## src/rtl/mc_datapath.sv

```systemverilog
// Multicycle MIPS datapath: PC, IR, MDR, A/B, ALUOut, 32x32 register file, ALU and source muxes.
// Optional build macro MC_DP_REGFILE_CLEAR_EN: reset also clears the register file asynchronously.
module mc_datapath #(
    parameter int          WIDTH    = 32,
    parameter logic [31:0] RESET_PC = 32'h0000_0000
) (
    input  logic             clk,
    input  logic             reset,
    input  logic             pcen,
    input  logic             irwrite,
    input  logic             regwrite,
    input  logic             alusrca,
    input  logic             iord,
    input  logic             memtoreg,
    input  logic             regdst,
    input  logic [1:0]       alusrcb,
    input  logic [1:0]       pcsrc,
    input  logic [3:0]       alucontrol,
    input  logic [WIDTH-1:0] readdata,
    output logic [5:0]       op,
    output logic [5:0]       funct,
    output logic             zero,
    output logic [WIDTH-1:0] adr,
    output logic [WIDTH-1:0] writedata
);

    logic [WIDTH-1:0] pc, ir, mdr, a, b, aluout;
    logic [WIDTH-1:0] rf [32];
    logic [WIDTH-1:0] rd1, rd2, wd;
    logic [4:0]       wa;
    logic [WIDTH-1:0] signimm, signimm_sh, srca, srcb, alu_result, pc_next;

    assign op        = ir[31:26];
    assign funct     = ir[5:0];
    assign adr       = iord ? aluout : pc;
    assign writedata = b;

    // Register 0 is hardwired to zero on the read side; writes to it are dropped below.
    assign rd1 = (ir[25:21] == 5'd0) ? '0 : rf[ir[25:21]];
    assign rd2 = (ir[20:16] == 5'd0) ? '0 : rf[ir[20:16]];
    assign wa  = regdst ? ir[15:11] : ir[20:16];
    assign wd  = memtoreg ? mdr : aluout;

`ifdef MC_DP_REGFILE_CLEAR_EN
    always_ff @(posedge clk or posedge reset) begin
        if (reset) begin
            for (int i = 0; i < 32; i++) rf[i] <= '0;
        end else if (regwrite && (wa != 5'd0)) begin
            rf[wa] <= wd;
        end
    end
`else
    always_ff @(posedge clk) begin
        if (regwrite && (wa != 5'd0)) rf[wa] <= wd;
    end
`endif

    assign signimm    = {{(WIDTH-16){ir[15]}}, ir[15:0]};
    assign signimm_sh = {signimm[WIDTH-3:0], 2'b00};
    assign srca       = alusrca ? a : pc;

    always_comb begin
        srcb = b;
        case (alusrcb)
            2'b00: srcb = b;
            2'b01: srcb = WIDTH'(4);
            2'b10: srcb = signimm;
            2'b11: srcb = signimm_sh;
            default: srcb = b;
        endcase
    end

    always_comb begin
        alu_result = '0;
        case (alucontrol)
            4'b0000: alu_result = srca & srcb;
            4'b0001: alu_result = srca | srcb;
            4'b0010: alu_result = srca + srcb;
            4'b0110: alu_result = srca - srcb;
            4'b0111: alu_result = {{(WIDTH-1){1'b0}}, ($signed(srca) < $signed(srcb))};
            4'b1100: alu_result = ~(srca | srcb);
            default: alu_result = '0;
        endcase
    end

    assign zero = (alu_result == '0);

    always_comb begin
        pc_next = alu_result;
        case (pcsrc)
            2'b00: pc_next = alu_result;
            2'b01: pc_next = aluout;
            2'b10: pc_next = {pc[WIDTH-1:WIDTH-4], ir[25:0], 2'b00};
            2'b11: pc_next = aluout;
            default: pc_next = alu_result;
        endcase
    end

    // adr is taken from the pre-edge PC, so fetch can update IR and PC at the same edge.
    always_ff @(posedge clk or posedge reset) begin
        if (reset) begin
            pc     <= RESET_PC;
            ir     <= '0;
            mdr    <= '0;
            a      <= '0;
            b      <= '0;
            aluout <= '0;
        end else begin
            mdr    <= readdata;
            a      <= rd1;
            b      <= rd2;
            aluout <= alu_result;
            if (irwrite) ir <= readdata;
            if (pcen)    pc <= pc_next;
        end
    end

endmodule

```

## config.mk

```make
export PLATFORM = sky130hd
export DESIGN_NAME = mc_datapath
export DESIGN_NICKNAME = d
export VERILOG_FILES = /design/src/rtl/mc_datapath.sv
export SDC_FILE = /design/constraint.sdc
export NUM_CORES = 2
export LEC_CHECK = 0
export CAP_MARGIN = 25
export CORE_MARGIN = 2
export CORE_UTILIZATION = 40
export DETAILED_ROUTE_END_ITERATION = 8
export PLACE_DENSITY = 0.53
export SLEW_MARGIN = 5
export SYNTH_ARGS = -nofsm -noshare
export SYNTH_HDL_FRONTEND = slang
export SYNTH_SLANG_ARGS = --single-unit
export TNS_END_PERCENT = 20
```

## constraint.sdc

```tcl
create_clock -name clk -period 14.6 [get_ports clk]
set_input_delay 1.46 -clock clk [delete_from_list [all_inputs] [get_ports clk]]
set_output_delay 1.46 -clock clk [all_outputs]
set_load 0.005 [all_outputs]
```

======== Yosys cells after proc, flatten, opt, wreduce, memory -nomap -nowiden ========
Memories as Yosys holds them, arrays and structs flattened.
Index checks and enable logic that the tools add are counted.
cells by class
  eq/ne operators ......................... 11
  $add $sub $neg .......................... 2
  muxes and demuxes ....................... 11
  magnitude comparators ................... 1
  bitwise gates (word level) .............. 4
  reduce and logical (&&, ||, !) cells .... 10
operators with widths
  kind                                                  count
  one-hot mux 32 bit (6 select lines)                   1
  two-way mux 32 bit                                    5
  one-hot mux 32 bit (4 select lines)                   1
  one-hot mux 32 bit (3 select lines)                   1
  adder 32 bit                                          1
  bitwise AND 32 bit                                    1
  zero test 32 bit                                      1
  less-than comparator 32 bit                           1
  NOT 32 bit                                            1
  bitwise OR 32 bit                                     1
  subtractor 32 bit                                     1
  zero test 5 bit                                       2
  equality test 2 bit (second input constant)           4
  equality test 4 x 3 -> 1 bit (second input constant)  2
  two-way mux 5 bit                                     1
  nonzero test 5 bit                                    1
  equality test 2 x 1 -> 1 bit (second input constant)  2
  equality test 4 x 1 -> 1 bit (second input constant)  1
  equality test 4 x 2 -> 1 bit (second input constant)  1
  equality test 4 bit (second input constant)           1
  zero test 2 bit                                       2
  zero test 4 bit                                       1
  two-way mux 1 bit                                     2
  AND reduction 2 bit                                   1
  other kinds (3)                                       3
storage, ports and cells
  output and inout bits ................... 77
  memories ................................ 1
  logic and storage cells ................. 47
  register bits ........................... 192
  bits of input ports ..................... 49
  bits in writable memories ............... 1,024
memory list
  memory  words  width  rd ports  clocked after memory_dff  wr ports  RTL line  text
  rf      32     32     2         0                         1         28        logic [WIDTH-1:0] rf [32];

======== Logic depth before layout (Yosys ltp) ========
  word-level depth ........................ 6
  gate-level depth with buffers ........... 20
  depth with buffers taken out ............ 16

======== Worst setup path after synthesis ========
Ideal clock, no wire load.
  kind .................................... input -> output
  start point ............................. in alusrca
  end point ............................... out zero
  stages .................................. 17
  path buffers ............................ 2
  arrival ................................. 6.044 ns
  path slack .............................. 7.096 ns
  required time ........................... 13.140 ns
  cells stage by stage .................... clkbuf_1 buf_1 mux2i_1 inv_1 ha_1 fa_1 a21o_1 a21oi_1 o221a_2 o22ai_1 or4_1 or4_1 or4_1 nor4_1 nand4_1 or4b_1 nor4_2
on the way
  cells in the longest elaborated chain, start to end .. 5
  elaborated cells on any way between the ends .. 9
RTL lines
  item                                                                       RTL line  text
  from (decl)                                                                12        input logic alusrca,
  two-way mux 32 bit *                                                       60        assign srca = alusrca ? a : pc;
  parallel branches: the longest is 2 deep, another holds subtractor 32 bit  --
  one-hot mux 32 bit (6 select lines) *                                      75        case (alucontrol)
  named net alu_result[4]                                                    31        logic [WIDTH-1:0] signimm, signimm_sh, srca, srcb, alu_result, pc_next;
  zero test 32 bit *                                                         86        assign zero = (alu_result == '0);
  to (decl)                                                                  22        output logic zero,
Mark *: on every way through the listed nets, which the timed path passes.

======== Worst setup path in the final report ========
Ends and elaborated chain as after synthesis.

==> flow_summary.ini <==
[global_routing]
gr-usage-all-layers_pct = 25.9
grt_max_degree = 128
overflow = 0
grt_first_pass_wirelength_um = 280000
grt_pass1_vias = 36900
antenna_found_initial = 7

[placed_design]
place_ws_ps = 4910
gp_congestion = 0.901
dp_hpwl_um = 119000
dpl_cell_area_mm2 = 0.0641
io_buffers = 125
place_inst = 5445

[clocking]
cts_tree = yes
cts_hold_buf = 0
ctsResizeCount = 0
cts_max_level = 4
post_cts_buffers = 0
worstSkewPairLatency_ps = 810
cts.sinks = 1216
cts_buffer_depth = 3
clkTransAtPathRegs_ps = 60
clock-root-buffer = clkbuf_16
numCtsBuffers = 139

[drt]
firstDrtPassIters = 6
drt-initial-drc-count = 4136
drc = 0
drtAntennaViolNets = 0
wirelength_um = 198000
routed_via_density = 6.30
routedWlPerCell_um = 34.7
dr_total_vias = 35900

[floorplan]
die_w_um = 392
std_cell_rows = 142
dieArea_mm2 = 0.154
die-height_um = 392
core_area_mm2 = 0.150
initial_core_util_pct = 40.3
boundaryPins = 126

[critical_path]
critPathArrivalTime_ps = 8210
crit_required_ps = 13140
end_kind = output port
cp_slowest_stage_delay_ps = 640
critical_path.startpoint = alusrca
cpMostUsedCell = or4_1
crit_family = simple AND/OR/NAND/NOR gates
startpoint_type = input port
crit_chain = buf_2, buf_4, mux2i_1, inv_1, ha_1, fa_1, a21o_1, a21oi_1, o221a_2, o22ai_1, or4_1, or4_1, or4_1, nor4_1, nand4_1, or4b_1, nor4_2, clkdlybuf4s50_1
worst_path_max_delay_cell = or4_1
worst-r2r-setup-slack_ps = 9050
path_max_fanout = 19
r2r_cells = 14
critPathKind = input port to output port
r2r_end = pc[31]$_DFFE_PP0P_
reg2reg_from = ir[15]$_DFFE_PP0P_
path_buf_inv = 4

[timing]
fin_crit_sh_pct = 66.3
fmax_mhz = 103
worst_slew_pin_slew_ps = 1050
min_period_ps = 9670
timing.hold.ws_ps = 509
finalSetupViolCount = 0
clock_skew_ps = 61.0
setup_ws_ps = 4930
maxSlewViolCount = 0
fin_setup_tns_ps = 0
hold_viol_final = 0
maxSlewHeadroom_pct = 30.0
rsz0062_at_grt = no

[run]
drv_cap = 0

[logic_synthesis]
seq_area_frac_synth_pct = 59.0
synthTopCellsByArea = edfxtp_1 (51%), mux4_2 (24%), dfrtp_1 (8.0%)
yosysTopAreaCell = edfxtp_1
yosys_warnings = 0
yosysMostFrequentCell = edfxtp_1
synthTopCellsByCount = edfxtp_1 (1024), mux4_2 (640), nor2_1 (228)
syn_avg_cell_area_um2 = 17.5
synth_edf_count = 1024
synth_cells = 3455
synth_cell_type_count = 83
synth_async_sr_flop_share_pct = 15.8
syn_area_mm2 = 0.0603
synth_top_area_share_pct = 51.0
yosys_register_bits = 1216
ys.flop_type = edfxtp_1

[power]
p_leak_nw = 23.2
vdd_ir_drop_max_mv = 0.115
swShare_pct = 30.2
powerDensity_mw_per_mm2 = 148
pwr-share-clk_pct = 34.9
combPwrFrac_pct = 22.8
p_switching_mw = 3.08
seqPwrFrac_pct = 42.4
total_power_mw = 10.2
internal_power_mw = 7.12

[cells_and_area]
nets = 3720
final_area_mm2 = 0.0688
multi_input_area_mm2 = 0.0237
fin_util_pct = 45.9
fin_cells = 5704
regArea_mm2 = 0.0356
area_growth_pct = 14.1
drive_gt1_share_pct = 30.5
num-fill-cells = 12800

[worst_hold_path]
hold_start = ir[26]$_DFFE_PP0P_
hold_path_end = ir[26]$_DFFE_PP0P_
hold_depth = 1
hold_class = flip-flop to flip-flop

[outcome]
status = finished, final reports clean
cell usage in the layout, fill, tap and decap left out, types with 10 or more instances in the layout:
cell type	Yosys	final
mux2i_1	122	122
o31ai_1	17	17
nor2_4	0	33
nand2_1	72	72
a21o_1	28	28
a31oi_1	21	17
conb_1	1	32
o211ai_1	15	15
ha_1	99	99
clkbuf_16	0	140
a221oi_1	23	23
a211oi_1	12	12
clkdlybuf4s50_1	0	118
edfxtp_1	1024	1024
inv_1	101	99
mux2_2	114	114
nor2_1	228	194
clkinv_1	2	26
nor4_1	20	19
clkbuf_1	197	28
buf_4	12	83
a221o_1	10	10
dfrtp_1	192	183
mux4_2	640	640
nand3_1	27	27
clkinv_2	0	26
nor3_1	22	22
a22o_1	19	19
o21ai_0	54	54
bufinv_16	0	14
nand2b_1	19	19
a21oi_1	117	117
nand4_1	18	18
worst max path at each step:
stage / cells past startpoint / end / slack [ps]
6_report: 18 / zero / 4930
5_1_grt: 17 / zero / 4580
4_1_cts: 18 / zero / 4870
3_5_place_dp: 18 / zero / 4910
3_3_place_gp: 18 / zero / 4870
2_1_floorplan: 17 / zero / 7100
area by class of cell:
type	count	share of cell area, %
clock inverter	85	1.51
multi-input combinational	1899	34.4
clock buffer	172	5.32
tap	2016	3.67
sequential	1216	51.7
timing repair buffer	211	2.75
inverter	103	0.576
antenna	2	0.00727
logic make-up after synthesis:
| group | Yosys count | synth area share, % |
|---|---|---|
| flip-flops | 1216 | 59.0 |
| buffers and inverters | 371 | 2.40 |
| adder cells (fa/ha/maj) | 101 | 2.12 |
| AND/OR/NAND/NOR | 461 | 3.53 |
| other | 1 | 0.00622 |
| multiplexers | 876 | 28.1 |
| XOR/XNOR | 6 | 0.0872 |
| AO/OA/AOI/OAI | 423 | 4.82 |
metal layers:
| layer | vias up | wire [um] | GRT usage [%] |
|---|---|---|---|
| li1 | 14500 | - | - |
| met1 | 19500 | 83100 | 37.0 |
| met2 | 1605 | 94400 | 40.9 |
| met3 | 317 | 15200 | 4.65 |
| met4 | 2 | 5480 | 7.57 |
| met5 | - | 13 | 0 |
registers in the layout, summed over array words and instances, names as in the netlist:
signal     count
aluout        32
a             32
ir            32
mdr           32
pc            32
rf          1024
writedata     32
power by group through the flow:
stage	combinational, mW	clock (mW)	sequential [mW]
after floorplan	1.49	0	4.27
after global placement	2.29	0	4.39
after detailed placement	2.31	0	4.39
after CTS	2.32	3.63	4.32
after global routing	2.49	3.77	4.34
final	2.32	3.56	4.32
Note: power is estimated with default switching activity, not from simulation.
